==> config.mk <==
export PLATFORM = sky130hd
export DESIGN_NAME = csr_trap_unit_flat
export DESIGN_NICKNAME = d
export VERILOG_FILES = /design/src/rtl/csr_trap_unit_if.sv /design/src/rtl/csr_trap_unit.sv /design/src/flat_wrapper.sv
export SDC_FILE = /design/constraint.sdc
export NUM_CORES = 1
export LEC_CHECK = 0
export CAP_MARGIN = 0
export CORE_AREA = 2 2 146 148
export CTS_CLUSTER_DIAMETER = 200
export DETAILED_ROUTE_END_ITERATION = 7
export DIE_AREA = 0 0 148 150
export PLACE_DENSITY_LB_ADDON = 0.1
export SLEW_MARGIN = 20
export SYNTH_ARGS = -nofsm -noshare
export SYNTH_HDL_FRONTEND = slang
export SYNTH_SLANG_ARGS = --single-unit
==> constraint.sdc <==
create_clock -name clk_i -period 5.04 [get_ports clk_i]
set_input_delay 0.756 -clock clk_i [delete_from_list [all_inputs] [get_ports clk_i]]
set_output_delay 0.756 -clock clk_i [all_outputs]
set_load 0.01 [all_outputs]
==> src/rtl/csr_trap_unit_if.sv <==
// CSR access bus between the CSR read/write decode (master) and the trap unit (slave).
//   addr   12  CSR address
//   wr_en   1  write strobe
//   wdata  32  write data
//   rdata  32  read data (combinational), zero for addresses the slave does not own
interface csr_trap_unit_if;
    logic [11:0] addr;
    logic        wr_en;
    logic [31:0] wdata;
    logic [31:0] rdata;

    modport master (output addr, output wr_en, output wdata, input rdata);
    modport slave  (input addr, input wr_en, input wdata, output rdata);
endinterface

==> src/rtl/csr_trap_unit.sv <==
// M/U-mode trap controller: owns mstatus/mie/mip/mtvec/mepc/mcause/mtval, arbitrates one
// synchronous exception against NUM_IRQ level interrupts, and returns the redirect PC to fetch.
// Ports:
//   clk_i, rst_i                clock, synchronous active-high reset
//   en_i, pc_i                  execute-stage instruction valid and its PC
//   exc_i, exc_code_i, exc_tval_i  exception from that instruction (qualified by en_i)
//   mret_i                      MRET in execute (qualified by en_i)
//   irq_i                       level-sensitive interrupt requests
//   csr                         CSR access bus (slave side)
//   trap_o, redirect_o, redirect_pc_o  trap taken / pipeline redirect and its target
//   mode_o                      current privilege (11 = M, 00 = U)
module csr_trap_unit #(
    parameter int          NUM_IRQ       = 4,
    parameter int          IRQ_CODE_BASE = 16,
    parameter logic [31:0] MTVEC_RST     = 32'h0,
    parameter bit          HAS_UMODE     = 1'b1
) (
    input  logic               clk_i,
    input  logic               rst_i,
    input  logic               en_i,
    input  logic [31:0]        pc_i,
    input  logic               exc_i,
    input  logic [4:0]         exc_code_i,
    input  logic [31:0]        exc_tval_i,
    input  logic               mret_i,
    input  logic [NUM_IRQ-1:0] irq_i,
    csr_trap_unit_if.slave     csr,
    output logic               trap_o,
    output logic               redirect_o,
    output logic [31:0]        redirect_pc_o,
    output logic [1:0]         mode_o
);
    typedef enum logic [1:0] {
        PRIV_U = 2'b00,
        PRIV_M = 2'b11
    } priv_t;

    localparam logic [11:0] ADDR_MSTATUS = 12'h300;
    localparam logic [11:0] ADDR_MIE     = 12'h304;
    localparam logic [11:0] ADDR_MTVEC   = 12'h305;
    localparam logic [11:0] ADDR_MEPC    = 12'h341;
    localparam logic [11:0] ADDR_MCAUSE  = 12'h342;
    localparam logic [11:0] ADDR_MTVAL   = 12'h343;
    localparam logic [11:0] ADDR_MIP     = 12'h344;

    localparam logic [31:0] IRQ_MASK = ((32'h1 << NUM_IRQ) - 32'h1) << IRQ_CODE_BASE;

    priv_t       mode_q;
    logic        st_mie;
    logic        st_mpie;
    priv_t       st_mpp;
    logic [31:0] mie_q;
    logic [31:0] mip_q;
    logic [31:0] mtvec_q;
    logic [31:0] mepc_q;
    logic [31:0] mcause_q;
    logic [31:0] mtval_q;

    logic        is_m;
    logic        owned;
    logic [31:0] rdata;
    logic [31:0] mstatus_rd;
    logic        wr_ok;
    logic        illegal;
    logic        exc_take;
    logic [4:0]  exc_cause;
    logic [31:0] ip;
    logic        irq_take;
    logic [4:0]  irq_code;
    logic        trap;
    logic [4:0]  trap_code;
    logic        mret_ok;
    logic [31:0] vec_off;

    assign is_m       = (mode_q == PRIV_M);
    assign mstatus_rd = {19'b0, st_mpp, 3'b0, st_mpie, 3'b0, st_mie, 3'b0};

    always_comb begin
        rdata = '0;
        owned = 1'b1;
        case (csr.addr)
            ADDR_MSTATUS: rdata = mstatus_rd;
            ADDR_MIE:     rdata = mie_q;
            ADDR_MTVEC:   rdata = mtvec_q;
            ADDR_MEPC:    rdata = mepc_q;
            ADDR_MCAUSE:  rdata = mcause_q;
            ADDR_MTVAL:   rdata = mtval_q;
            ADDR_MIP:     rdata = mip_q;
            default:      owned = 1'b0;
        endcase
    end

    assign csr.rdata = rdata;

    // CSR writes from U-mode are dropped and turned into an illegal-instruction trap,
    // as is an MRET attempted from U-mode.
    assign wr_ok     = csr.wr_en & is_m;
    assign illegal   = (csr.wr_en & owned & ~is_m) | (en_i & mret_i & ~is_m);
    assign exc_take  = (en_i & exc_i) | illegal;
    assign exc_cause = (en_i & exc_i) ? exc_code_i : 5'd2;

    // U-mode always accepts interrupts; M-mode only with MIE set.
    assign ip       = mip_q & mie_q;
    assign irq_take = ((is_m & st_mie) | ~is_m) & (|ip);

    always_comb begin
        irq_code = '0;
        for (int i = NUM_IRQ - 1; i >= 0; i--) begin
            if (ip[IRQ_CODE_BASE + i]) irq_code = 5'(IRQ_CODE_BASE + i);
        end
    end

    assign trap      = exc_take | irq_take;
    assign trap_code = exc_take ? exc_cause : irq_code;
    assign mret_ok   = en_i & mret_i & is_m & ~trap;
    assign vec_off   = (mtvec_q[0] & ~exc_take) ? {25'b0, trap_code, 2'b00} : 32'h0;

    assign trap_o        = trap;
    assign redirect_o    = trap | mret_ok;
    assign redirect_pc_o = mret_ok ? mepc_q : ({mtvec_q[31:2], 2'b00} + vec_off);
    assign mode_o        = mode_q;

    // Trap and MRET assignments come after the CSR write so they win on shared fields;
    // they are computed from the pre-write register values.
    always_ff @(posedge clk_i) begin
        if (rst_i) begin
            mode_q   <= PRIV_M;
            st_mie   <= 1'b0;
            st_mpie  <= 1'b0;
            st_mpp   <= PRIV_M;
            mie_q    <= '0;
            mip_q    <= '0;
            mtvec_q  <= MTVEC_RST;
            mepc_q   <= '0;
            mcause_q <= '0;
            mtval_q  <= '0;
        end else begin
            mip_q <= 32'(irq_i) << IRQ_CODE_BASE;

            if (wr_ok) begin
                case (csr.addr)
                    ADDR_MSTATUS: begin
                        st_mie  <= csr.wdata[3];
                        st_mpie <= csr.wdata[7];
                        if (csr.wdata[12:11] == PRIV_M ||
                            (HAS_UMODE && csr.wdata[12:11] == PRIV_U))
                            st_mpp <= priv_t'(csr.wdata[12:11]);
                    end
                    ADDR_MIE:    mie_q    <= csr.wdata & IRQ_MASK;
                    ADDR_MTVEC:  mtvec_q  <= {csr.wdata[31:2], 1'b0, csr.wdata[0]};
                    ADDR_MEPC:   mepc_q   <= {csr.wdata[31:1], 1'b0};
                    ADDR_MCAUSE: mcause_q <= csr.wdata;
                    ADDR_MTVAL:  mtval_q  <= csr.wdata;
                    default: ;
                endcase
            end

            if (trap) begin
                mepc_q   <= pc_i;
                mcause_q <= exc_take ? {27'b0, trap_code} : {1'b1, 26'b0, trap_code};
                mtval_q  <= exc_take ? exc_tval_i : 32'h0;
                st_mpie  <= st_mie;
                st_mie   <= 1'b0;
                st_mpp   <= mode_q;
                mode_q   <= PRIV_M;
            end else if (mret_ok) begin
                mode_q  <= HAS_UMODE ? st_mpp : PRIV_M;
                st_mie  <= st_mpie;
                st_mpie <= 1'b1;
                st_mpp  <= HAS_UMODE ? PRIV_U : PRIV_M;
            end
        end
    end
endmodule

==> src/flat_wrapper.sv <==
// flat-port wrapper written by rule: the top's interface ports become plain ports
module csr_trap_unit_flat 
#(
    parameter int          NUM_IRQ       = 4,
    parameter int          IRQ_CODE_BASE = 16,
    parameter logic [31:0] MTVEC_RST     = 32'h0,
    parameter bit          HAS_UMODE     = 1'b1
)
  (clk_i, rst_i, en_i, pc_i, exc_i, exc_code_i, exc_tval_i, mret_i, irq_i, trap_o, redirect_o, redirect_pc_o, mode_o, csr_addr, csr_wr_en, csr_wdata, csr_rdata);
  csr_trap_unit_if csr_i ();
  input  logic clk_i;
  input  logic rst_i;
  input  logic en_i;
  input  logic [31:0] pc_i;
  input  logic exc_i;
  input  logic [4:0] exc_code_i;
  input  logic [31:0] exc_tval_i;
  input  logic mret_i;
  input  logic [NUM_IRQ-1:0] irq_i;
  output logic trap_o;
  output logic redirect_o;
  output logic [31:0] redirect_pc_o;
  output logic [1:0] mode_o;
  input wire logic [$bits(csr_i.addr)-1:0] csr_addr;
  input wire logic [$bits(csr_i.wr_en)-1:0] csr_wr_en;
  input wire logic [$bits(csr_i.wdata)-1:0] csr_wdata;
  output wire logic [$bits(csr_i.rdata)-1:0] csr_rdata;
  assign csr_i.addr = csr_addr;
  assign csr_i.wr_en = csr_wr_en;
  assign csr_i.wdata = csr_wdata;
  assign csr_rdata = csr_i.rdata;
  csr_trap_unit #(.NUM_IRQ(NUM_IRQ), .IRQ_CODE_BASE(IRQ_CODE_BASE), .MTVEC_RST(MTVEC_RST), .HAS_UMODE(HAS_UMODE)) u_core (.clk_i(clk_i), .rst_i(rst_i), .en_i(en_i), .pc_i(pc_i), .exc_i(exc_i), .exc_code_i(exc_code_i), .exc_tval_i(exc_tval_i), .mret_i(mret_i), .irq_i(irq_i), .csr(csr_i), .trap_o(trap_o), .redirect_o(redirect_o), .redirect_pc_o(redirect_pc_o), .mode_o(mode_o));
endmodule
==> results of run 1 <==
==> worst min-delay path, cell delays in order (launching register included) <==
cell,delay [ns]
dfxtp_1,0.31
nand2_1,0.05
a21oi_1,0.05
==> worst min-delay path by stage <==
| stage | depth (start not counted) | end |
|---|---|---|
| floorplan | 2 | u_core.mcause_q[11] |
| global placement | 2 | u_core.mcause_q[17] |
| detailed placement | 2 | u_core.mcause_q[14] |
| CTS | 2 | u_core.mcause_q[14] |
| global route | 2 | u_core.mcause_q[5] |
| finish | 2 | u_core.mcause_q[19] |
==> flip-flops by register name (all words and copies together) (netlist names) <==
signal / cells
u_core.mcause_q: 32
u_core.mepc_q: 32
u_core.mtval_q: 32
u_core.mtvec_q: 31
u_core.mie_q: 4
u_core.mip_q: 4
u_core.mode_o: 2
u_core.st_mpp: 2
u_core.st_mie: 1
u_core.st_mpie: 1
==> power by group through the flow <==
stage | clock, mW | combinational, mW | sequential [mW]
after floorplan | 0 | 0.176 | 1.20
after global placement | 0 | 0.366 | 1.21
after detailed placement | 0 | 0.368 | 1.21
after CTS | 1.27 | 0.369 | 1.19
after global routing | 1.32 | 0.397 | 1.19
final | 1.26 | 0.368 | 1.19
==> cells by family after synthesis <==
kind of cell	Yosys count	synth area share, %
and+or+nand+nor	387	21.5
other	1	0.0462
DFF	141	34.8
adders and majority gates	6	1.02
buffers and inverters	118	6.89
xor gates and xnor gates	25	2.70
muxes	47	5.92
AOI/OAI and AO/OA	294	27.1
==> cell usage after synthesis, types with 11 or more instances <==
master,n
nand2_1,242
dfxtp_1,141
a21oi_1,71
a22oi_1,53
nor2_1,52
clkbuf_1,41
mux2i_1,39
o21ai_0,38
inv_1,36
a211oi_1,33
o211ai_1,32
a221oi_2,30
xor2_1,23
buf_2,17
nand4_1,17
nand3_1,16
buf_4,11
==> stage by stage <==
stage | hold WS, ns | setup slack, ns | util [%]
after CTS | 0.455 | 0.0178 | 53.4
after global routing | 0.474 | 0.0137 | 53.7
after detailed placement | 0.446 | -0.210 | 50.4
after floorplan | 0.434 | 0.606 | -
final | 0.455 | 0.170 | 53.7
after global placement | 0.439 | -0.149 | 50.4
==> per-layer routing <==
metal | GRT usage (%) | vias to the layer above
met2 | 45.5 | 311
met4 | 6.95 | 0
met1 | 37.0 | 4038
met5 | 0 | -
met3 | 4.39 | 38
li1 | - | 4046
==> area by class of cell <==
type | instances | area (um^2) | share of cell area, %
Sequential cell | 141 | 2820 | 25.4
Inverter | 37 | 139 | 1.25
Clock inverter | 11 | 115 | 1.04
Tap cell | 275 | 344 | 3.10
Multi-Input combinational cell | 761 | 4840 | 43.6
Clock buffer | 21 | 470 | 4.24
Timing Repair Buffer | 251 | 2380 | 21.4
==> repair_timing <==
| action | in CTS | in global routing |
|---|---|---|
| gates resized for setup | 19 | 18 |
| setup endpoints to repair | 18 | 17 |
| endpoints found under the hold margin | 0 | 0 |
| setup buffers | 0 | 2 |
| pin swaps | 1 | 5 |
==> impl_metrics.env, run 1 <==
export IMPL_status="finished clean"
export IMPL_mostFrequentLayoutCells="nand2_1 (241), clkdlybuf4s50_1 (168), dfxtp_1 (141), a21oi_1 (69), buf_4 (62)"
export IMPL_yosysTopAreaCell="dfxtp_1"
export IMPL_drv_cap=0
export IMPL_fin_crit_sh_pct=96.6
export IMPL_coreArea_um2=20700
export IMPL_leakagePower_nw=4.31
export IMPL_chipWidth_um=148
export IMPL_numPortBuffers=190
export IMPL_syn_inst=1019
export IMPL_min_path_type="reg2reg"
export IMPL_syn_area_per_cell_um2=7.96
export IMPL_final_common_cell="nand2_1"
export IMPL_end_kind="output port"
export IMPL_critPathLaunch="csr_addr[5]"
export IMPL_dp_cells=1463
export IMPL_drt_met1_wl_um=13800
export IMPL_p_int_mw=2.11
export IMPL_syn2layout_area_growth_pct=36.9
export IMPL_slowest_stage="or4b_4"
export IMPL_initialDrtViolationCount=586
export IMPL_setup_tns_final_ns=0
export IMPL_drv_slew=0
export IMPL_vdd_ir_drop_max_uv=212
export IMPL_gr_total_overflow=0
export IMPL_hold_buffers=0
export IMPL_synth_top_area_share_pct=34.8
export IMPL_power_frac_clock_pct=44.8
export IMPL_worst_pin_slew_ns=1.03
export IMPL_vias=8433
export IMPL_rr_worst_depth=7
export IMPL_pin_count=191
export IMPL_fill_cells=1994
export IMPL_grt_pass1_wl_um=47000
export IMPL_critPathArrivalTime_ns=4.11
export IMPL_ant_nets=0
export IMPL_max_freq_mhz=205
export IMPL_wl_met2_um=14400
export IMPL_synth_cell_types=64
export IMPL_slew_limit_headroom_pct=31.4
export IMPL_synth_area_um2=8110
export IMPL_setup_violations_final=0
export IMPL_clockBufferDepth=2
export IMPL_power_frac_seq_pct=42.2
export IMPL_r2r_slack_ns=1.40
export IMPL_critPathTopFamily="buffers and inverters"
export IMPL_rows=53
export IMPL_h_tree_depth=4
export IMPL_fin_cells=1497
export IMPL_wl_met3_um=1720
export IMPL_dieHeight_um=150
export IMPL_antenna_found_initial=0
export IMPL_path_buf_inv=3
export IMPL_worstHoldStart="u_core.mcause_q[19]"
export IMPL_cts_made_buffers=17
export IMPL_clkTransAtPathRegs_ns=0.06
export IMPL_place_gp_congestion=0.829
export IMPL_finish_instance_area_um2=11100
export IMPL_post_route_min_period_ns=4.87
export IMPL_path_max_fanout=4
export IMPL_grt_max_degree=60
export IMPL_drive_gt1_share_pct=13.4
export IMPL_crit_top_cell="clkdlybuf4s50_1"
export IMPL_crit_type="in2out"
export IMPL_synth_seq_cells=141
export IMPL_top_layer="met4"
export IMPL_power_switching_uw=717
export IMPL_cts_tree="done"
export IMPL_rsz0062_at_grt="false"
export IMPL_num_nets_final=1338
export IMPL_crit_end="redirect_pc_o[12]"
export IMPL_drc_errors=0
export IMPL_synth_ff_type="dfxtp_1"
export IMPL_cts_sinks=141
export IMPL_num_antenna_cells=0
export IMPL_required_ns=4.28
export IMPL_clk_latency_ns=0.43
export IMPL_path_depth=15
export IMPL_placed_area_um2=10400
export IMPL_start_kind="primary input"
export IMPL_skew_ns=0.00749
export IMPL_firstDrtPassIters=7
export IMPL_path_cells="clkdlybuf4s50_1 -> or4b_4 -> nor2_4 -> a31oi_4 -> nand2_4 -> nor3_4 -> ha_2 -> fa_2 -> a211oi_2 -> o21bai_2 -> nand2_1 -> xor2_1 -> o21ai_0 -> buf_4 -> clkdlybuf4s50_1"
export IMPL_cp_slowest_stage_delay_ns=0.56
export IMPL_initial_core_util_pct=39.2
export IMPL_yosysSeqAreaShare_pct=34.8
export IMPL_async_reset_ff_share_pct=0
export IMPL_power_density_nw_per_um2=254
export IMPL_dpl_hpwl_um=20500
export IMPL_first_global_vias=8201
export IMPL_pwr_share_comb_pct=13.0
export IMPL_synthTopCellsByArea="dfxtp_1 (35%), nand2_1 (11%), a221oi_2 (5.6%)"
export IMPL_grt_use_total_pct=27.3
export IMPL_reg2reg_to="u_core.mcause_q[22]"
export IMPL_power_mw=2.82
export IMPL_root_buffer="clkbuf_16"
export IMPL_swShare_pct=25.4
export IMPL_rr_startpoint="u_core.mip_q[17]"
export IMPL_vias_per_cell=5.63
export IMPL_hold_viol=0
export IMPL_wirelength_um=30400
export IMPL_wl_per_cell_um=20.3
export IMPL_die_area_um2=22200
export IMPL_synth_edf_count=0
export IMPL_yosysWarnings=0
Note: power is estimated with default switching activity, not from simulation.
==> run 2, diff against run 1 <==
--- a/config.mk
+++ b/config.mk
@@ -6,11 +6,12 @@
 export NUM_CORES = 1
 export LEC_CHECK = 0
 export CAP_MARGIN = 0
-export CORE_AREA = 2 2 146 148
+export CORE_AREA = 2 2 130 132
 export CTS_CLUSTER_DIAMETER = 200
 export DETAILED_ROUTE_END_ITERATION = 7
-export DIE_AREA = 0 0 148 150
+export DIE_AREA = 0 0 132 134
 export PLACE_DENSITY_LB_ADDON = 0.1
+export REMOVE_ABC_BUFFERS = 1
 export SLEW_MARGIN = 20
 export SYNTH_ARGS = -nofsm -noshare
 export SYNTH_HDL_FRONTEND = slang
==> run 2 against run 1 <==
  * Wire length shrank 7.2%
  * Sequential share of layout area grew 0.24 points
  * Largest cell class unchanged
  * First-iteration DRC count grew 44%
  * Cell area shrank 0.92%
  * Clock skew grew 0.0028 ns
  * Worst hold slack is essentially flat
  * Clock power is essentially flat
  * Sequential power is essentially flat
  * Critical path depth shrank 1
  * Clock-buffer cell count shrank 1
  * Power shrank 0.39%
  * Utilization grew 14 points
==> impl_metrics.env, run 2 (same netlist as run 1, synthesis figures left out) <==
export IMPL_status="finished clean"
export IMPL_chipWidth_um=132
export IMPL_clockBufferDepth=2
export IMPL_grt_use_total_pct=31.7
export IMPL_place_gp_congestion=0.859
export IMPL_worst_pin_slew_ns=1.07
export IMPL_final_common_cell="nand2_1"
export IMPL_power_frac_clock_pct=44.7
export IMPL_num_antenna_cells=0
export IMPL_grt_pass1_wl_um=44200
export IMPL_leakagePower_nw=4.34
export IMPL_hold_viol=0
export IMPL_start_kind="primary input"
export IMPL_drv_slew=0
export IMPL_clk_latency_ns=0.43
export IMPL_fin_cells=1433
export IMPL_dp_cells=1402
export IMPL_seq_area_um2=2820
export IMPL_max_freq_mhz=205
export IMPL_rows=47
export IMPL_cts_made_buffers=17
export IMPL_cts_tree="done"
export IMPL_setup_ws_ns=0.150
export IMPL_antenna_found_initial=0
export IMPL_firstDrtPassIters=5
export IMPL_path_max_fanout=3
export IMPL_pin_count=191
export IMPL_num_nets_final=1331
export IMPL_mostFrequentLayoutCells="nand2_1 (241), clkdlybuf4s50_1 (171), dfxtp_1 (141), a21oi_1 (71), a22oi_1 (53)"
export IMPL_wirelength_um=28300
export IMPL_first_global_vias=8097
export IMPL_h_tree_depth=4
export IMPL_swShare_pct=25.2
export IMPL_rsz0062_at_grt="false"
export IMPL_dpl_hpwl_um=18400
export IMPL_skew_ns=0.0103
export IMPL_initialDrtViolationCount=842
export IMPL_setup_violations_final=0
export IMPL_crit_type="in2out"
export IMPL_ant_nets=0
export IMPL_numPortBuffers=190
export IMPL_die_area_um2=17700
export IMPL_post_route_min_period_ns=4.89
export IMPL_reg_largest_list="u_core.mcause_q: 32 flops, u_core.mepc_q: 32 flops, u_core.mtval_q: 32 flops"
export IMPL_multiInputGateArea_um2=4820
export IMPL_power_switching_uw=709
export IMPL_utilization_pct=67.5
export IMPL_critPathArrivalTime_ns=4.13
export IMPL_vias=8544
export IMPL_fin_crit_sh_pct=97.0
export IMPL_slew_limit_headroom_pct=28.7
export IMPL_wl_per_cell_um=19.7
export IMPL_initial_core_util_pct=49.8
export IMPL_gr_total_overflow=0
export IMPL_end_kind="output port"
export IMPL_power_density_nw_per_um2=256
export IMPL_pwr_share_comb_pct=13.0
export IMPL_cts_sinks=141
export IMPL_coreArea_um2=16300
export IMPL_p_int_mw=2.10
export IMPL_power_frac_seq_pct=42.2
export IMPL_post_place_ws_ns=-0.134
export IMPL_syn2layout_area_growth_pct=35.6
export IMPL_vias_per_cell=5.96
export IMPL_min_path_type="reg2reg"
export IMPL_grt_max_degree=68
export IMPL_drv_cap=0
export IMPL_drc_errors=0
export IMPL_power_mw=2.81
export IMPL_vdd_ir_drop_max_uv=261
export IMPL_r2r_slack_ns=1.97
export IMPL_root_buffer="clkbuf_16"
export IMPL_clkTransAtPathRegs_ns=0.05
export IMPL_required_ns=4.28
export IMPL_drive_gt1_share_pct=12.6
export IMPL_dieHeight_um=134
export IMPL_fill_cells=1406
## run 2: cell count changes in the layout (fill, tap and decap cells not counted), sizes merged
cell	previous run	this run
dlygate4sd2	11	3
clkinv	7	4
buf	63	55
clkdlybuf4s50	168	171
clkbuf	21	20
dlymetal6s2s	9	15
clkinvlp	1	3
## run 2: metal layers
layer	wire length (um)	share of wire, %	track usage [%]
met3	2330	8.2	5.97
met5	0	0	0
met1	11700	42	41.7
met2	13500	48	52.1
met4	657	2.3	11.1
## run 2: repair_timing
action | CTS | global route
resized for setup | 9 | 21
buffers inserted | 0 | 1
setup endpoints to repair | 17 | 23
hold buffers | 0 | 0
pin swaps | 1 | 3
## run 2: stage by stage
stage | TNS, ns | hold slack [ns] | area, um^2
final | 0 | 0.454 | 11000
after global routing | 0 | 0.473 | 11000
after CTS | 0 | 0.455 | 10900
after detailed placement | -1.03 | 0.447 | 10300
after global placement | -0.187 | 0.440 | 10300
after floorplan | -19.79 | 0.431 | 7700
## run 2: power groups by stage
stage	Clock [mW]	Sequential [mW]	Combinational, mW
6_report	1.26	1.19	0.367
3_5_place_dp	0	1.21	0.364
4_1_cts	1.26	1.19	0.366
5_1_grt	1.31	1.19	0.394
3_3_place_gp	0	1.21	0.361
2_1_floorplan	0	1.20	0.148
## run 2: area by class of cell
cell class	count	area share [%]
inverter	37	1.26
clock buffer	20	4.24
multi-input combinational	761	43.8
sequential	141	25.7
tap	220	2.50
timing repair buffer	244	21.5
clock inverter	10	1.05
## run 2: final timing paths
check,startpoint,end,cells past startpoint
max,csr_addr[4],redirect_pc_o[6],14
min reg2reg,u_core.mcause_q[8],u_core.mcause_q[8],2
min,u_core.mcause_q[8],u_core.mcause_q[8],2
max reg2reg,u_core.mie_q[17],u_core.st_mie,7
## run 2: worst max-delay path, cell delays in order
cell and delay [ns]:
clkdlybuf4s50_1 0.44, or4b_4 0.55, nor2_4 0.15, a31oi_4 0.10, nand2_2 0.12, nor3_2 0.06, ha_2 0.21, fa_2 0.37
buf_4 0.15, a21o_1 0.16, a21oi_1 0.17, xor2_1 0.12, a21oi_1 0.20, clkdlybuf4s50_1 0.57
==> run 3, diff against run 2 <==
--- a/config.mk
+++ b/config.mk
@@ -5,11 +5,12 @@
 export SDC_FILE = /design/constraint.sdc
 export NUM_CORES = 1
 export LEC_CHECK = 0
-export CAP_MARGIN = 0
+export CAP_MARGIN = 20
 export CORE_AREA = 2 2 130 132
 export CTS_CLUSTER_DIAMETER = 200
 export DETAILED_ROUTE_END_ITERATION = 7
 export DIE_AREA = 0 0 132 134
+export GPL_TIMING_DRIVEN = 0
 export PLACE_DENSITY_LB_ADDON = 0.1
 export REMOVE_ABC_BUFFERS = 1
 export SLEW_MARGIN = 20
==> run 3 against run 2 <==
  * First-iteration DRC count down 14%
  * Setup slack got worse by 0.063 ns
  * Sequential power about the same
  * Sequential cell count unchanged
  * Register-to-register slack got worse by 0.47 ns
  * Via count is 1.3% higher
  * Fmax fell by 1.3%
  * Combinational power grew 1%
  * Clock power is essentially flat
  * Worst hold slack hardly changed
  * Wire length up 3.7%
==> impl_metrics.env, run 3 (same netlist as run 1, synthesis figures left out) <==
export IMPL_grt_busiest_layer="met2"
export IMPL_power_mw=2.79
export IMPL_antenna_found_initial=0
export IMPL_initialDrtViolationCount=726
export IMPL_status="finished clean"
export IMPL_max_freq_mhz=202
export IMPL_min_path_type="reg2reg"
export IMPL_power_density_nw_per_um2=250
export IMPL_num_antenna_cells=0
export IMPL_finish_instance_area_um2=11200
export IMPL_wirelength_um=29300
export IMPL_vdd_ir_drop_max_uv=258
export IMPL_cts_sinks=141
export IMPL_chipWidth_um=132
export IMPL_clockBufferDepth=2
export IMPL_slew_limit_headroom_pct=28.7
export IMPL_ant_nets=0
export IMPL_critPathTopFamily="simple AND/OR/NAND/NOR gates"
export IMPL_vias_per_cell=6.07
export IMPL_use_met2_pct=53.5
export IMPL_crit_top_cell="buf_6"
export IMPL_slowest_stage="or4b_4"
export IMPL_place_gp_congestion=0.849
export IMPL_drv_slew=0
export IMPL_utilization_pct=68.7
export IMPL_first_global_vias=8294
export IMPL_path_buf_inv=4
export IMPL_required_ns=4.28
export IMPL_pin_count=191
export IMPL_grt_max_degree=63
export IMPL_num_nets_final=1323
export IMPL_drc_errors=0
export IMPL_mostFrequentLayoutCells="nand2_1 (238), clkdlybuf4s50_1 (164), dfxtp_1 (141), a21oi_1 (69), a22oi_1 (53)"
export IMPL_h_tree_depth=4
export IMPL_clkTransAtPathRegs_ns=0.06
export IMPL_hold_buffers=0
export IMPL_cts_made_buffers=17
export IMPL_setup_violations_final=0
export IMPL_root_buffer="clkbuf_16"
export IMPL_drv_cap=0
export IMPL_firstDrtPassIters=5
export IMPL_path_cells="clkdlybuf4s50_1 -> or4b_4 -> nor2_4 -> a31oi_4 -> nand2_4 -> nor3_2 -> ha_2 -> fa_2 -> a211oi_4 -> buf_6 -> o21bai_4 -> buf_6 -> nand4_1 -> xor2_1 -> o21ai_1 -> clkdlybuf4s15_2"
export IMPL_gr_total_overflow=0
export IMPL_whs_ns=0.454
export IMPL_coreArea_um2=16300
export IMPL_placed_area_um2=10300
export IMPL_drive_gt1_share_pct=13.2
export IMPL_hold_viol=0
export IMPL_die_area_um2=17700
export IMPL_worst_pin_slew_ns=1.07
export IMPL_dieHeight_um=134
export IMPL_leakagePower_nw=4.25
export IMPL_vias=8657
export IMPL_reg_largest_list="u_core.mcause_q: 32 flops, u_core.mepc_q: 32 flops, u_core.mtval_q: 32 flops"
export IMPL_start_kind="primary input"
export IMPL_rows=47
export IMPL_seq_area_um2=2820
export IMPL_dpl_hpwl_um=18700
export IMPL_initial_core_util_pct=49.8
export IMPL_grt_met3_usage_pct=5.67
export IMPL_grt_use_total_pct=32.6
export IMPL_path_max_fanout=4
export IMPL_numPortBuffers=190
export IMPL_final_common_cell="nand2_1"
export IMPL_skew_ns=0.00598
export IMPL_critPathArrivalTime_ns=4.20
export IMPL_syn2layout_area_growth_pct=37.9
export IMPL_cts_tree="done"
export IMPL_use_met1_pct=41.8
export IMPL_crit_type="in2out"
export IMPL_fill_cells=1367
export IMPL_multiInputGateArea_um2=4930
export IMPL_grt_pass1_wl_um=45300
export IMPL_post_route_min_period_ns=4.95
export IMPL_wl_per_cell_um=20.5
export IMPL_end_kind="output port"
export IMPL_cp_slowest_stage_delay_ns=0.57
export IMPL_clk_latency_ns=0.43
export IMPL_fin_crit_sh_pct=98.3
-- run 3: worst reg2reg max path: cells and delay by family (launching register included) --
family,cells,cell delay [ns]
buf+inv,1,0.24
flops,1,0.34
compound gates,4,2.16
simple gates,1,0.65
-- run 3: routing by layer --
| layer | up-vias | part of all wire [%] |
|---|---|---|
| li1 | 4019 | - |
| met1 | 4126 | 41 |
| met2 | 433 | 48 |
| met3 | 79 | 7.6 |
| met4 | 0 | 3.6 |
| met5 | - | 0 |
-- run 3: final timing paths --
path | to | slack (ns) | cells past startpoint | start
worst max-delay path | redirect_pc_o[18] | 0.09 | 16 | csr_addr[3]
worst min-delay path | u_core.mcause_q[28] | 0.45 | 2 | u_core.mcause_q[28]
worst max register to register | u_core.mtval_q[31] | 1.50 | 6 | u_core.mie_q[19]
worst min register to register | u_core.mcause_q[28] | 0.45 | 2 | u_core.mcause_q[28]
-- run 3: what timing repair did --
action,in CTS,in global routing
setup endpoints to repair,29,23
cloned,2,0
setup buffers,17,2
gates resized for setup,64,9
pin swaps,18,11
-- run 3: where the power goes --
part           switching, mW  internal [mW]
registers             0.0306           1.16
logic                  0.186          0.185
clock network          0.501          0.732
total                  0.718           2.08
-- run 3: area by class of cell --
class,instances,share of cell area (%)
timing repair buffer,235,22.0
sequential,141,25.2
multi-input combinational,762,44.0
tap,220,2.46
clock inverter,12,1.10
inverter,37,1.24
clock buffer,19,3.96
-- run 3: metrics by stage --
stage / worst slack, ns / setup TNS, ns / cells
after floorplan: -0.404 / -19.79 / 939
after global placement: -5.14 / -694.14 / 1349
after detailed placement: -1.73 / -39.64 / 1375
after CTS: -0.0153 / -0.0153 / 1425
after global routing: -0.0121 / -0.0226 / 1426
final: 0.0874 / 0 / 1426
